$ cat config.mk
export PLATFORM = sky130hd
export DESIGN_NAME = cpu_run_ctrl_flat
export DESIGN_NICKNAME = d
export VERILOG_FILES = /design/src/rtl/cpu_pkg.sv /design/src/rtl/cpu_run_ctrl_if.sv /design/src/rtl/run_watchdog.sv /design/src/rtl/cpu_run_ctrl.sv /design/src/flat_wrapper.sv
export SDC_FILE = /design/constraint.sdc
export NUM_CORES = 1
export LEC_CHECK = 0
export CORE_MARGIN = 8
export CORE_UTILIZATION = 45
export CTS_CLUSTER_DIAMETER = 60
export DETAILED_ROUTE_END_ITERATION = 8
export GPL_TIMING_DRIVEN = 0
export PLACE_DENSITY = 0.73
export SYNTH_ARGS = -nofsm -noshare
export SYNTH_HDL_FRONTEND = slang
export SYNTH_SLANG_ARGS = --single-unit
$ cat constraint.sdc
create_clock -name clk -period 2.4 [get_ports clk]
set_input_delay 0.48 -clock clk [delete_from_list [all_inputs] [get_ports clk]]
set_output_delay 0.48 -clock clk [all_outputs]
set_load 0.005 [all_outputs]
$ cat src/rtl/cpu_pkg.sv
// rtl/cpu_pkg.sv - shared types and constants for the core run controller
package cpu_pkg;

  localparam int PC_W = 10;

  typedef enum logic [2:0] {
    IDLE,
    LOAD,
    RUN,
    FIN,
    ERR
  } run_state_t;

  localparam logic [PC_W-1:0] PROG_BASE [0:3] = '{10'd0, 10'd256, 10'd512, 10'd768};

endpackage

$ cat src/rtl/cpu_run_ctrl_if.sv
// rtl/cpu_run_ctrl_if.sv - start/done handshake and core control bundle
interface cpu_run_ctrl_if #(
  parameter int D  = 10,
  parameter int P  = 2,
  parameter int CW = 16
);

  logic          req;
  logic [P-1:0]  prog_sel;
  logic          halt;
  logic          core_reset;
  logic          core_run;
  logic [D-1:0]  start_addr;
  logic          busy;
  logic          done;
  logic          timeout;
  logic [CW-1:0] cycles;

  modport master (
    output req, prog_sel, halt,
    input  core_reset, core_run, start_addr, busy, done, timeout, cycles
  );

  modport slave (
    input  req, prog_sel, halt,
    output core_reset, core_run, start_addr, busy, done, timeout, cycles
  );

endinterface

$ cat src/rtl/run_watchdog.sv
// rtl/run_watchdog.sv - saturating RUN cycle counter with timeout compare
module run_watchdog #(
  parameter int          CW      = 16,
  parameter int unsigned TIMEOUT = 16'hFFF0
) (
  input  logic          clk,
  input  logic          clr,
  input  logic          en,
  output logic [CW-1:0] count,
  output logic          expire
);

  always_ff @(posedge clk) begin
    if (clr) begin
      count <= '0;
    end else if (en && (count != '1)) begin
      count <= count + 1'b1;
    end
  end

  // Fires during the last allowed cycle so the counter lands exactly on TIMEOUT.
  assign expire = (count == CW'(TIMEOUT - 1));

endmodule

$ cat src/rtl/cpu_run_ctrl.sv
// rtl/cpu_run_ctrl.sv - run/sequence controller for the single-cycle core
module cpu_run_ctrl
  import cpu_pkg::*;
#(
  parameter int          D        = 10,
  parameter int          P        = 2,
  parameter int          INIT_CYC = 2,
  parameter int          CW       = 16,
  parameter int unsigned TIMEOUT  = 16'hFFF0
) (
  input  logic            clk,
  input  logic            reset,
  cpu_run_ctrl_if.slave   bus
);

  localparam int IW = $clog2(INIT_CYC + 1);

  run_state_t    state, state_n;
  logic          req_q;
  logic          start;
  logic          load_go;
  logic [IW-1:0] init_cnt, init_n;
  logic          core_reset_q, core_reset_n;
  logic          core_run_q, core_run_n;
  logic          busy_q, busy_n;
  logic          done_q, done_n;
  logic          timeout_q, timeout_n;
  logic [D-1:0]  start_addr_q, start_addr_n;
  logic          wd_clr;
  logic          wd_en;
  logic          wd_expire;
  logic [CW-1:0] wd_count;

  assign start   = bus.req & ~req_q;
  assign load_go = start && ((state == IDLE) || (state == FIN) || (state == ERR));
  assign wd_clr  = reset | load_go;

  run_watchdog #(
    .CW      (CW),
    .TIMEOUT (TIMEOUT)
  ) u_watchdog (
    .clk    (clk),
    .clr    (wd_clr),
    .en     (wd_en),
    .count  (wd_count),
    .expire (wd_expire)
  );

  always_ff @(posedge clk) begin
    // Tracks req through reset too, so a level already high at release is not a start.
    req_q <= bus.req;
    if (reset) begin
      state        <= IDLE;
      init_cnt     <= '0;
      core_reset_q <= 1'b1;
      core_run_q   <= 1'b0;
      busy_q       <= 1'b0;
      done_q       <= 1'b0;
      timeout_q    <= 1'b0;
      start_addr_q <= '0;
    end else begin
      state        <= state_n;
      init_cnt     <= init_n;
      core_reset_q <= core_reset_n;
      core_run_q   <= core_run_n;
      busy_q       <= busy_n;
      done_q       <= done_n;
      timeout_q    <= timeout_n;
      start_addr_q <= start_addr_n;
    end
  end

  always_comb begin
    state_n      = state;
    init_n       = init_cnt;
    core_reset_n = core_reset_q;
    core_run_n   = core_run_q;
    busy_n       = busy_q;
    done_n       = done_q;
    timeout_n    = timeout_q;
    start_addr_n = start_addr_q;
    wd_en        = 1'b0;

    case (state)
      IDLE: begin
        core_reset_n = 1'b1;
        core_run_n   = 1'b0;
      end
      LOAD: begin
        init_n = init_cnt + 1'b1;
        if (init_cnt == IW'(INIT_CYC - 1)) begin
          state_n      = RUN;
          core_reset_n = 1'b0;
          core_run_n   = 1'b1;
        end
      end
      RUN: begin
        wd_en = 1'b1;
        if (bus.halt) begin
          state_n    = FIN;
          core_run_n = 1'b0;
          busy_n     = 1'b0;
          done_n     = 1'b1;
        end else if (wd_expire) begin
          state_n    = ERR;
          core_run_n = 1'b0;
          busy_n     = 1'b0;
          done_n     = 1'b1;
          timeout_n  = 1'b1;
        end
      end
      FIN, ERR: begin
        core_run_n = 1'b0;
        busy_n     = 1'b0;
      end
      default: state_n = IDLE;
    endcase

    // Common entry into LOAD from any resting state.
    if (load_go) begin
      state_n      = LOAD;
      init_n       = '0;
      start_addr_n = D'(PROG_BASE[bus.prog_sel]);
      core_reset_n = 1'b1;
      core_run_n   = 1'b0;
      busy_n       = 1'b1;
      done_n       = 1'b0;
      timeout_n    = 1'b0;
    end
  end

  assign bus.core_reset = core_reset_q;
  assign bus.core_run   = core_run_q;
  assign bus.start_addr = start_addr_q;
  assign bus.busy       = busy_q;
  assign bus.done       = done_q;
  assign bus.timeout    = timeout_q;
  assign bus.cycles     = wd_count;

endmodule

$ cat src/flat_wrapper.sv
// flat-port wrapper written by rule: the top's interface ports become plain ports
module cpu_run_ctrl_flat import cpu_pkg::*;
#(
  parameter int          D        = 10,
  parameter int          P        = 2,
  parameter int          INIT_CYC = 2,
  parameter int          CW       = 16,
  parameter int unsigned TIMEOUT  = 16'hFFF0
)
  (clk, reset, bus_req, bus_prog_sel, bus_halt, bus_core_reset, bus_core_run, bus_start_addr, bus_busy, bus_done, bus_timeout, bus_cycles);
  cpu_run_ctrl_if #(.D(D), .P(P), .CW(CW)) bus_i ();
  input  logic clk;
  input  logic reset;
  input wire logic [$bits(bus_i.req)-1:0] bus_req;
  input wire logic [$bits(bus_i.prog_sel)-1:0] bus_prog_sel;
  input wire logic [$bits(bus_i.halt)-1:0] bus_halt;
  output wire logic [$bits(bus_i.core_reset)-1:0] bus_core_reset;
  output wire logic [$bits(bus_i.core_run)-1:0] bus_core_run;
  output wire logic [$bits(bus_i.start_addr)-1:0] bus_start_addr;
  output wire logic [$bits(bus_i.busy)-1:0] bus_busy;
  output wire logic [$bits(bus_i.done)-1:0] bus_done;
  output wire logic [$bits(bus_i.timeout)-1:0] bus_timeout;
  output wire logic [$bits(bus_i.cycles)-1:0] bus_cycles;
  assign bus_i.req = bus_req;
  assign bus_i.prog_sel = bus_prog_sel;
  assign bus_i.halt = bus_halt;
  assign bus_core_reset = bus_i.core_reset;
  assign bus_core_run = bus_i.core_run;
  assign bus_start_addr = bus_i.start_addr;
  assign bus_busy = bus_i.busy;
  assign bus_done = bus_i.done;
  assign bus_timeout = bus_i.timeout;
  assign bus_cycles = bus_i.cycles;
  cpu_run_ctrl #(.D(D), .P(P), .INIT_CYC(INIT_CYC), .CW(CW), .TIMEOUT(TIMEOUT)) u_core (.clk(clk), .reset(reset), .bus(bus_i));
endmodule
# Yosys cells after proc, flatten, opt, wreduce, memory -nomap -nowiden
# Cells that the tools add are included.
# word_totals
ff_bits	37
input_bits	6
out_inout_bits	31
elab_cells	70
# classes
add_sub_neg	2
n_lt_le_gt_ge	1
n_eq_ne	12
n_mux	19
n_bitwise	6
n_reduce_logical	19
# op_table
cell	n
10-bit binary-select mux with 2-bit select	1
10-bit 2-to-1 mux	2
16-bit by 1-bit adder with 16-bit output (second input constant)	1
16-bit == test (second input constant)	1
16-bit != test (second input constant)	1
3-bit AND reduction	4
1-bit 2-to-1 mux	9
3-bit 2-to-1 mux	3
3-bit case mux with 3 select lines	1
3-bit by 2-bit == test with 1-bit output (second input constant)	2
2-bit AND reduction	3
3-bit nonzero test	2
2-bit by 1-bit != test with 1-bit output (second input constant)	2
4-bit by 3-bit != test with 1-bit output (second input constant)	1
1-bit case mux with 2 select lines	2
2-bit nonzero test	2
2-bit OR reduction	2
3-bit by 1-bit == test with 1-bit output (second input constant)	1
3-bit == test (second input constant)	1
3-bit greater-or-equal comparator (second input constant)	1
3-bit logical NOT	1
3-bit by 1-bit != test with 1-bit output (second input constant)	1
3-bit != test (second input constant)	1
1-bit inverter	3
9 further kinds	11

# Logic depth before layout (Yosys ltp)
# depth
depth_word	6
mapped_depth	7
depth_no_buf	5

# Modules after synthesis
# Synthesis repeated with hierarchy kept, for this count alone.
# hier_totals
cells_unflattened	175
area_unflattened_um2	1561.5
# modules_own_cells
module	n_inst	cells_each	area_per_inst_um2	seq_area_each_um2
run_watchdog	1	96	837.1	320.3
cpu_run_ctrl	1	79	724.4	260.2

# Worst setup path before layout
# Ideal clock, no wire load.
# synth_path
kind	reg2reg
start	register u_core.u_watchdog.count[0]
end	register u_core.u_watchdog.count[14]
setup_time_ns	0.070
arrival_time_ns	1.658
required_time_ns	2.330
path_slack_ns	0.672
stages_incl_launch_ff	6
n_path_buf	0
period_less_slack_ns	1.728
cell_sequence	dfxtp_1 -> ha_1 -> nand4_2 -> or2_1 -> or4_1 -> a21oi_1
# synth_via
elab_chain_cells	2
elab_cells_between_ends	3
classes_between	add/sub (1); eq/ne (1); reduce/logical (1)
# synth_lines
item	line	text
start: declaration	run_watchdog.sv:9	output logic [CW-1:0] count,
start signal: assignment	run_watchdog.sv:17	count <= count + 1'b1;
branches (longest 2 deep; another with 16-bit by 1-bit adder with 16-bit output)	--	
# Several ways; the timed one is not identified.
# A chain may end at the register's enable or synchronous reset.

# Worst setup path after layout
# layout_path
start	register u_core.u_watchdog.count[0]
end	register u_core.busy_q (netlist: u_core.bus.busy)
# layout_via
elab_chain_cells	3
# layout_lines
item	line	text
16-bit == test	run_watchdog.sv:22	assign expire = (count == CW'(TIMEOUT - 1));
4-bit by 3-bit != test with 1-bit output (no source line)	--	
2-bit AND reduction (no source line)	--	
end signal: assignment	cpu_run_ctrl.sv:66	busy_q <= busy_n;
end: declaration	cpu_run_ctrl.sv:25	logic busy_q, busy_n;
# No other way between the ends.

==> impl_metrics.tcl <==
set metrics [dict create \
    status "finished, final reports clean" \
    synth-edff-count 0 \
    seq_area_frac_synth 0.365 \
    cp-start-kind "flop" \
    synth_top_area_frac 0.365 \
    htree_levels 2 \
    synth.top_cells.by_count "29 x dfxtp_1, 19 x a21oi_1, 11 x buf_4" \
    routedWlPerCell_um 13.8 \
    cap_violations 0 \
    track_usage 0.137 \
    synth_simple_gate_area_share 0.306 \
    crit_fanout 6 \
    ys_async_sr_fraction 0 \
    place_congestion 0.815 \
    drt_iter0_markers 131 \
    leakagePower_nw 0.714 \
    place_inst 258 \
    p_per_area_nw_per_um2 443 \
    viasPerCell 5.52 \
    clock-skew-final_ns 0.00429 \
    max-vdd-ir-drop_uv 303 \
    netlist_area_um2 1590 \
    synth-adder-area-share 0.0157 \
    detail-route-antenna-nets 0 \
    dpl.hpwl_mm 2.74 \
    rsz0062_at_grt "no" \
    slew_headroom 0.515 \
    postRouteWirelength_mm 3.66 \
    synth_area_leaders "dfxtp_1 37%, a21oi_1 6.0%, mux2i_1 5.7%, buf_4 5.2%, nand3b_1 4.7%" \
    crit_arrival_ns 2.27 \
    die_height_um 75.4 \
    yosys.area_share.xor_xnor 0.00551 \
    die_x_um 75.4 \
    diodes 0 \
    ys_warn_count 0 \
    final_util 0.597 \
    cts_hold_buf 0 \
    area_delta_synth_final_pct 26.4 \
    fillers 329 \
    hold-worst-slack_ns 0.457 \
    finalHoldViolations 0 \
    final.setup.tns_ns 0 \
    worstMarginPinSlew_ns 0.720 \
    grt_pass1_vias 1338 \
    cp-end-kind "flop" \
    cts_resized 0 \
    path_class "flop to flop" \
    clk_latency_ns 0.32 \
    synth_most_common_cell "dfxtp_1" \
    grt_pass1_wl_mm 6.04 \
    use_met1 0.163 \
    met3_usage 0.0500 \
    clockBufferDepth 2 \
    drcViolationCount 0 \
    nets 227 \
    antenna_found_initial 0 \
    synth_compound_area_frac 0.166 \
    post-cts-setup-buffer-count 0 \
    finalCritPeriodShare 0.866 \
    drtPass1Iterations 4 \
    hold_path_class "flop to flop" \
    synth-seq-cells 29 \
    slew_viol_final 0 \
    synth.avg_cell_area_um2 8.98 \
    instances_no_fill 265 \
    start_util 0.473 \
    cts_buffers 5 \
    fin_crit_ns 2.08 \
    synthCells 177 \
    busiest_layer "met2" \
    met2_usage 0.218 \
    fp.coreArea_um2 3360 \
    yosysTopAreaCell "dfxtp_1" \
    required_ns 2.59 \
    core.rowCount 21 \
    setup_violations 0 \
    dieArea_um2 5690 \
    cts_tree "done" \
    clock.fmax_ghz 0.481 \
    via_count 1464 \
    synth_top_family_by_area "simple AND/OR/NAND/NOR gates" \
    io_buffers 28 \
    synth_mux_area_frac 0.0566 \
    clk_pin_slew_ns 0.08 \
    root_buffer "clkbuf_4" \
    drive_gt1_frac 0.151 \
    ys.flop_type "dfxtp_1" \
    grt_max_degree 11 \
    clkSinkCount 29 \
    ys_types 45 \
    io-pin-count 37 \
    power.total_w 0.000890 \
    globalRouteOverflowTotal 0 \
]
-- metal layers --
| metal | up-vias | part of all wire |
|---|---|---|
| li1 | 731 | - |
| met1 | 687 | 0.44 |
| met4 | 0 | 0.016 |
| met3 | 7 | 0.082 |
| met2 | 39 | 0.47 |
| met5 | - | 0 |
-- cell families after synthesis --
logic type	after synthesis
fa+ha+maj	2
buf+inv	22
mux	9
compound gates	41
simple gates	72
flops	29
other cells	1
xor+xnor	1
-- final timing paths --
check	depth (start not counted)	slack, ns	end	startpoint
setup / recovery	5	0.32	u_core.bus.busy$_SDFFE_PP0P_	u_core.u_watchdog.count[0]$_SDFFE_PP0P_
hold / removal	2	0.46	u_core.bus.done$_SDFFE_PP0P_	u_core.bus.done$_SDFFE_PP0P_
setup reg to reg	5	0.32	u_core.bus.busy$_SDFFE_PP0P_	u_core.u_watchdog.count[0]$_SDFFE_PP0P_
hold reg to reg	2	0.46	u_core.bus.done$_SDFFE_PP0P_	u_core.bus.done$_SDFFE_PP0P_
-- layout by cell type, fill, tap and decap left out, drive strengths merged, types with 7 or more instances in the layout --
cell	instances
nand3b	10
nand2	7
dfxtp	29
clkbuf	12
conb	8
mux2i	9
a21oi	19
clkdlybuf4s50	28
buf	12
nand4	7
-- per-stage QoR --
stage	setup slack (ns)	instance area, µm²
floorplan	0.672	1620
global placement	0.173	1950
detailed placement	0.174	1950
CTS	0.320	2010
global route	0.195	2010
finish	0.321	2010
-- flip-flops by register name, indices dropped and copies added (netlist names) --
name,cells
u_core.bus.busy,1
u_core.bus.core_reset,1
u_core.bus.core_run,1
u_core.bus.done,1
u_core.bus.start_addr,2
u_core.bus.timeout,1
u_core.init_cnt,2
u_core.req_q,1
u_core.state,3
u_core.u_watchdog.count,16
-- power by group --
group | switching [W] | total, W | internal [W] | leakage [nW]
logic | 0.0000479 | 0.0000988 | 0.0000509 | 0.447
clock network | 0.000156 | 0.000294 | 0.000138 | 0.0314
registers | 0.00000655 | 0.000497 | 0.000491 | 0.235
total | 0.000211 | 0.000890 | 0.000679 | 0.714
-- critical path, stage by stage (launching register included) --
cell and delay [ns]:
dfxtp_1 0.43, ha_1 0.27, nand4_2 0.21, nor4_1 0.70, o31a_1 0.25, a211oi_1 0.09
-- area by class of cell --
type	instances	area, µm²	area share
clock buffer	7	55.1	0.0274
tap	46	57.6	0.0286
inverter	5	18.8	0.00934
sequential	29	581	0.289
timing repair buffer	28	280	0.139
buffer	17	113	0.0560
multi-input combinational	133	905	0.450
Note: power is estimated with default switching activity, not from simulation.
